--- src/rtl/axil_cmd_packer.sv ---
// axil_cmd_packer
// AXI4-Lite subordinate that turns loads and stores into packed link commands
// {write_not_read, addr field, data field}. Read data comes back on the
// response stream and is returned on R. Responses are retired strictly in
// issue order, and up to outstanding_els_p commands may be in flight.
//
// Ports:
//   clk_i, reset_i            clock, synchronous active-high reset
//   s_axi_aw*/w*/b*           AXI4-Lite write address / data / response
//   s_axi_ar*/r*              AXI4-Lite read address / data
//   data_o, v_o, ready_i      packed command stream toward the link
//   data_i, v_i, ready_o      read response stream from the link
module axil_cmd_packer #(
  parameter int axi_addr_width_p   = 32,
  parameter int axi_data_width_p   = 32,
  parameter int addr_field_width_p = 23,
  parameter int data_field_width_p = 8,
  parameter int pkt_width_p        = 32,
  parameter int outstanding_els_p  = 4
) (
  input  logic                          clk_i,
  input  logic                          reset_i,
  input  logic [axi_addr_width_p-1:0]   s_axi_awaddr_i,
  input  logic [2:0]                    s_axi_awprot_i,
  input  logic                          s_axi_awvalid_i,
  output logic                          s_axi_awready_o,
  input  logic [axi_data_width_p-1:0]   s_axi_wdata_i,
  input  logic [axi_data_width_p/8-1:0] s_axi_wstrb_i,
  input  logic                          s_axi_wvalid_i,
  output logic                          s_axi_wready_o,
  output logic [1:0]                    s_axi_bresp_o,
  output logic                          s_axi_bvalid_o,
  input  logic                          s_axi_bready_i,
  input  logic [axi_addr_width_p-1:0]   s_axi_araddr_i,
  input  logic [2:0]                    s_axi_arprot_i,
  input  logic                          s_axi_arvalid_i,
  output logic                          s_axi_arready_o,
  output logic [axi_data_width_p-1:0]   s_axi_rdata_o,
  output logic [1:0]                    s_axi_rresp_o,
  output logic                          s_axi_rvalid_o,
  input  logic                          s_axi_rready_i,
  output logic [pkt_width_p-1:0]        data_o,
  output logic                          v_o,
  input  logic                          ready_i,
  input  logic [axi_data_width_p-1:0]   data_i,
  input  logic                          v_i,
  output logic                          ready_o
);

  localparam int ptr_w_lp = (outstanding_els_p > 1) ? $clog2(outstanding_els_p) : 1;
  localparam int cnt_w_lp = $clog2(outstanding_els_p) + 1;
  localparam logic [ptr_w_lp-1:0] last_ptr_lp = ptr_w_lp'(outstanding_els_p - 1);
  localparam logic [cnt_w_lp-1:0] els_lp      = cnt_w_lp'(outstanding_els_p);

  if (pkt_width_p != 1 + addr_field_width_p + data_field_width_p) begin : g_bad_pkt_width
    $error("axil_cmd_packer: pkt_width_p must equal 1+addr_field_width_p+data_field_width_p");
  end

  // Holding registers, arbitration and order-FIFO state.
  logic                          live_r;
  logic                          aw_full_r, w_full_r, ar_full_r;
  logic [axi_addr_width_p-1:0]   aw_addr_r, ar_addr_r;
  logic [data_field_width_p-1:0] w_data_r;
  logic                          rr_read_r;
  logic                          lock_r, lock_read_r;
  logic [1:0]                    fifo_mem_r [outstanding_els_p];
  logic [ptr_w_lp-1:0]           wr_ptr_r, rd_ptr_r;
  logic [cnt_w_lp-1:0]           count_r;

  logic live_s, cand_w_s, cand_r_s, sel_read_s, legal_s, fifo_full_s;
  logic act_s, issue_s, retire_s, push_s, pop_s;
  logic head_v_s, head_read_s, head_err_s;
  logic aw_acc_s, w_acc_s, ar_acc_s;
  logic [axi_addr_width_p-1:0] sel_addr_s;
  logic unused_s;

  // The link partner shares this reset, so handshakes stay closed one cycle past it.
  assign live_s   = live_r & ~reset_i;
  assign unused_s = ^{s_axi_awprot_i, s_axi_arprot_i, s_axi_wstrb_i, s_axi_wdata_i};

  // Arbitration, range check and command issue.
  always_comb begin
    cand_w_s = aw_full_r & w_full_r;
    cand_r_s = ar_full_r;
    // A stalled command keeps its slot so data_o cannot change under v_o.
    if (lock_r) begin
      sel_read_s = lock_read_r;
    end else if (cand_w_s & cand_r_s) begin
      sel_read_s = rr_read_r;
    end else begin
      sel_read_s = cand_r_s;
    end
    sel_addr_s  = sel_read_s ? ar_addr_r : aw_addr_r;
    legal_s     = ((sel_addr_s >> addr_field_width_p) == {axi_addr_width_p{1'b0}});
    fifo_full_s = (count_r == els_lp);
    act_s       = live_s & (cand_w_s | cand_r_s) & ~fifo_full_s;
    v_o         = act_s & legal_s;
    retire_s    = act_s & ~legal_s;
    issue_s     = v_o & ready_i;
    push_s      = issue_s | retire_s;
    if (v_o) begin
      data_o = sel_read_s
             ? {1'b0, sel_addr_s[addr_field_width_p-1:0], {data_field_width_p{1'b0}}}
             : {1'b1, sel_addr_s[addr_field_width_p-1:0], w_data_r};
    end else begin
      data_o = {pkt_width_p{1'b0}};
    end
    s_axi_awready_o = live_s & ~aw_full_r;
    s_axi_wready_o  = live_s & ~w_full_r;
    s_axi_arready_o = live_s & ~ar_full_r;
    aw_acc_s = s_axi_awvalid_i & s_axi_awready_o;
    w_acc_s  = s_axi_wvalid_i & s_axi_wready_o;
    ar_acc_s = s_axi_arvalid_i & s_axi_arready_o;
  end

  // In-order response path driven by the order-FIFO head.
  always_comb begin
    head_v_s    = live_s & (count_r != {cnt_w_lp{1'b0}});
    head_read_s = fifo_mem_r[rd_ptr_r][1];
    head_err_s  = fifo_mem_r[rd_ptr_r][0];
    s_axi_bvalid_o = head_v_s & ~head_read_s;
    s_axi_bresp_o  = (s_axi_bvalid_o & head_err_s) ? 2'b10 : 2'b00;
    s_axi_rvalid_o = head_v_s & head_read_s & (head_err_s | v_i);
    s_axi_rresp_o  = (s_axi_rvalid_o & head_err_s) ? 2'b10 : 2'b00;
    if (s_axi_rvalid_o & ~head_err_s) begin
      s_axi_rdata_o = data_i;
    end else begin
      s_axi_rdata_o = {axi_data_width_p{1'b0}};
    end
    // Response data is only drawn while the head is a legal read.
    ready_o = head_v_s & head_read_s & ~head_err_s & s_axi_rready_i;
    pop_s   = (s_axi_bvalid_o & s_axi_bready_i) | (s_axi_rvalid_o & s_axi_rready_i);
  end

  // Holding registers, round-robin pointer and issue lock.
  always_ff @(posedge clk_i) begin
    if (reset_i) begin
      live_r      <= 1'b0;
      aw_full_r   <= 1'b0;
      w_full_r    <= 1'b0;
      ar_full_r   <= 1'b0;
      aw_addr_r   <= {axi_addr_width_p{1'b0}};
      ar_addr_r   <= {axi_addr_width_p{1'b0}};
      w_data_r    <= {data_field_width_p{1'b0}};
      rr_read_r   <= 1'b1;
      lock_r      <= 1'b0;
      lock_read_r <= 1'b0;
    end else begin
      live_r <= 1'b1;
      if (aw_acc_s) begin
        aw_full_r <= 1'b1;
        aw_addr_r <= s_axi_awaddr_i;
      end else if (push_s & ~sel_read_s) begin
        aw_full_r <= 1'b0;
      end
      if (w_acc_s) begin
        w_full_r <= 1'b1;
        w_data_r <= s_axi_wdata_i[data_field_width_p-1:0];
      end else if (push_s & ~sel_read_s) begin
        w_full_r <= 1'b0;
      end
      if (ar_acc_s) begin
        ar_full_r <= 1'b1;
        ar_addr_r <= s_axi_araddr_i;
      end else if (push_s & sel_read_s) begin
        ar_full_r <= 1'b0;
      end
      if (push_s) begin
        rr_read_r <= ~rr_read_r;
      end
      lock_r      <= v_o & ~ready_i;
      lock_read_r <= sel_read_s;
    end
  end

  // Order-FIFO storage of {is_read, err} per retired-or-issued command.
  always_ff @(posedge clk_i) begin
    if (push_s) begin
      fifo_mem_r[wr_ptr_r] <= {sel_read_s, retire_s};
    end
  end

  // Order-FIFO pointers and occupancy.
  always_ff @(posedge clk_i) begin
    if (reset_i) begin
      wr_ptr_r <= {ptr_w_lp{1'b0}};
      rd_ptr_r <= {ptr_w_lp{1'b0}};
      count_r  <= {cnt_w_lp{1'b0}};
    end else begin
      if (push_s) begin
        wr_ptr_r <= (wr_ptr_r == last_ptr_lp) ? {ptr_w_lp{1'b0}} : wr_ptr_r + ptr_w_lp'(1);
      end
      if (pop_s) begin
        rd_ptr_r <= (rd_ptr_r == last_ptr_lp) ? {ptr_w_lp{1'b0}} : rd_ptr_r + ptr_w_lp'(1);
      end
      case ({push_s, pop_s})
        2'b10:   count_r <= count_r + cnt_w_lp'(1);
        2'b01:   count_r <= count_r - cnt_w_lp'(1);
        default: count_r <= count_r;
      endcase
    end
  end

endmodule

--- config.mk ---
export PLATFORM = sky130hd
export DESIGN_NAME = axil_cmd_packer
export DESIGN_NICKNAME = d
export VERILOG_FILES = /design/src/rtl/axil_cmd_packer.sv
export SDC_FILE = /design/constraint.sdc
export NUM_CORES = 1
export LEC_CHECK = 0
export BUFFER_PORTS_ARGS = -buffer_cell sky130_fd_sc_hd__buf_2
export CAP_MARGIN = 20
export CELL_PAD_IN_SITES_DETAIL_PLACEMENT = 1
export CELL_PAD_IN_SITES_GLOBAL_PLACEMENT = 1
export CORE_ASPECT_RATIO = 2
export CORE_MARGIN = 5
export CORE_UTILIZATION = 35
export CTS_CLUSTER_SIZE = 40
export DETAILED_ROUTE_END_ITERATION = 16
export GPL_TIMING_DRIVEN = 0
export PLACE_DENSITY_LB_ADDON = 0.25
export SYNTH_ARGS = -nofsm -noshare
export SYNTH_HDL_FRONTEND = slang
export SYNTH_SLANG_ARGS = --single-unit
--- constraint.sdc ---
create_clock -name clk_i -period 7.2 [get_ports clk_i]
set_input_delay 1.44 -clock clk_i [delete_from_list [all_inputs] [get_ports clk_i]]
set_output_delay 1.44 -clock clk_i [all_outputs]
set_load 0.005 [all_outputs]
==> results.yml <==
status:
  status: "completed"
layout:
  drive_gt1_share_pct: 32.74
  stdcell_area_um2: 5896
  area_growth_pct: 32.17
  antenna_cells: 0
  fillCellCount: 1593
  fin_nets: 885
synth:
  yosysMostFrequentCell: "nand2_1"
  yosys_warnings: 0
  synth-seq-cells: 96
  synth_compound_area_share_pct: 10.52
  synth-edff-count: 8
  yosys.area_share.xor_xnor_pct: 0.3927
  synth_simple_gate_area_share_pct: 29.03
  synth_commonest_cells: "nand2_1, dfxtp_1, a21oi_1"
  synth_top_area_cell: "dfxtp_1"
  synth.mux.area_fraction_pct: 8.135
  synth_area_per_cell_um2: 8.337
  ys_types: 43
  synth_ff_type: "dfxtp_1"
  synth_top_family_by_area: "simple AND/OR/NAND/NOR gates"
  synth_fa_ha_area_share_pct: 2.132
  synthArstFlopShare_pct: 0
  synth_top_area_share_pct: 39.50
  netlist_area_um2: 4461
  synth_top_cells_by_area: "dfxtp_1, nand2_1, a21oi_1"
  ys_seq_area_share_pct: 44.88
  synthCells: 535
detailed_routing:
  routedWlPerCell_um: 16.86
  drc: 0
  drt_wl_total_um: 14940
  first_pass_iters: 4
  vias: 4397
  drtIter0Drc: 111
  postRouteAntennaNets: 0
  vias_per_cell: 4.963
grt:
  grt_max_degree: 18
  grt_use_total_pct: 19.16
  antenna_found_initial: 0
  grt_pass1_wl_um: 23470
  grt_overflow: 0
  grt_pass1_vias: 4780
job:
  maxCapViolCount: 0
die:
  fp.dieW_um: 89.83
  start_util_pct: 35.53
  ios: 222
  coreArea_um2: 12550
  dieArea_um2: 15240
  rows: 58
  die_h_um: 169.7
sta:
  rsz0062_at_grt: "false"
  min_period_ns: 4.501
  drv_slew: 0
  relSlewSlack_pct: 57.90
  finClkSkew_ns: 0.007984
  finalSetupTns_ns: 0
  tightest_slew_ns: 0.6315
  finalSetupViolations: 0
  final_hold_viol_count: 0
  max_freq_mhz: 222.2
  timing.final.crit_share_pct: 62.51
placement:
  numPortBuffers: 184
  dpl-instance-area_um2: 5573
  gp_congestion: 0.8127
  hpwlAfterDp_um: 12050
min_path:
  min_from: "w_data_r[4]"
  hold_class: "flip-flop to flip-flop"
power_and_ir_drop:
  p_leak_nw: 2.613
  max-vdd-ir-drop_uv: 136.6
  power_per_cell_area_nw_per_um2: 204.0
setup_path:
  r2r_start: "aw_addr_r[27]"
  cp-startpoint: "reset_i"
  critPathLaunchType: "input pin"
  worstPathMaxFanout: 10
  critical_path.n_buffers_inverters: 4
  cpMostUsedCell: "buf_2"
  crit_arrival_ns: 3.06
  r2r_setup_slack_ns: 4.50
  critical_path_class: "input pin to output port"
  max_stage_delay_ns: 0.40
  cp_data_required_time_ns: 5.76
  crit_path_cell_trace: "buf_6, nand2b_4, or3_4, buf_2, clkbuf_1, nor3_1, buf_2"
  crit_family: "simple AND/OR/NAND/NOR gates"
  critPathCaptureType: "output port"
  critPathSlowestCell: "or3_4"
clock_network:
  clock_path_buffers: 2
  clock_sinks: 96
  clkSlewWorstSetupHoldPaths_ns: 0.06
  postCtsSetupBuffers: 0
  post_cts_resize_count: 0
  clk_latency_ns: 0.34
  htree_levels: 3
  cts_made_buffers: 9
  cts_tree: "yes"
  postCtsHoldBufs: 0
  cts-root-buf: "clkbuf_16"
## worst reg2reg max path: stages (launching register included)
cell      delay (ns)
dfxtp_1         0.32
nor4_1          0.40
and4b_1         0.38
a221oi_4        0.12
inv_2           0.15
ha_1            0.21
inv_1           0.07
fa_1            0.37
xor2_1          0.16
or3_1           0.31
a21oi_1         0.14
## area by class of cell
cell class	instances	area, um2	share of cell area (%)
Multi-Input combinational cell	394	2247	38.12
Sequential cell	96	2002	33.96
Timing Repair Buffer	184	920.9	15.62
Clock buffer	10	250.2	4.244
Tap cell	150	187.7	3.183
Buffer	38	182.7	3.098
Clock inverter	6	72.57	1.231
Inverter	8	32.53	0.5518
## power by group
part,switching (mW),internal [mW]
Combinational,0.0777,0.0524
Sequential,0.00959,0.553
Clock,0.215,0.295
Total,0.302,0.900
## layout by cell type, fill, tap and decap left out, types with 5 or more instances in the layout
cell type / instances
buf_2: 198
nand2_1: 149
dfxtp_1: 88
a21oi_1: 77
and2_1: 49
mux2i_1: 25
clkbuf_1: 19
nor3_1: 17
nor2_1: 16
nor3_2: 10
clkbuf_16: 10
edfxtp_1: 8
inv_1: 6
ha_1: 6
nor3b_1: 5
## registers in the layout (all words and copies together), names as in the netlist, named ones only
register / cells
ar_addr_r: 32
rr_read_r: 1
count_r: 3
live_r: 1
lock_read_r: 1
aw_full_r: 1
fifo_mem_r: 8
aw_addr_r: 32
lock_r: 1
ar_full_r: 1
w_full_r: 1
w_data_r: 8
rd_ptr_r: 2
wr_ptr_r: 2
## kinds of logic (layout without fill, tap and decap cells)
| group | after synthesis | after routing |
|---|---|---|
| AOI/OAI and AO/OA | 86 | 86 |
| xor gates and xnor gates | 2 | 2 |
| adders and majority gates | 7 | 7 |
| buffers and inverters | 46 | 246 |
| DFF | 96 | 96 |
| muxes | 32 | 32 |
| other | 1 | 2 |
| and+or+nand+nor | 265 | 265 |
## metrics by stage
step | setup WS, ns | power (mW) | cells | utilization, % | hold slack, ns
after floorplan | 3.066 | 0.6430 | 536 | - | 0.4317
after global placement | 2.683 | 0.7010 | 870 | 44.39 | 0.4390
after detailed placement | 2.664 | 0.7055 | 870 | 44.39 | 0.4451
after CTS | 2.665 | 1.214 | 886 | 46.96 | 0.4544
after global routing | 2.593 | 1.247 | 886 | 46.96 | 0.4738
final | 2.699 | 1.203 | 886 | 46.96 | 0.4522
## final timing paths
check                     end  cells past startpoint
hold / removal    w_data_r[4]                      2
setup reg to reg   count_r[2]                     10
hold reg to reg   w_data_r[4]                      2
setup / recovery   data_o[14]                      7
## layer usage
metal / track usage, % / wire [um] / vias to the layer above
met2: 39.16 / 8709 / 145
li1: - / - / 2165
met3: 4.215 / 841 / 18
met5: 0 / 0 / -
met4: 7.500 / 286 / 0
met1: 17.67 / 5099 / 2069
Power figures use the tool's default switching activity.
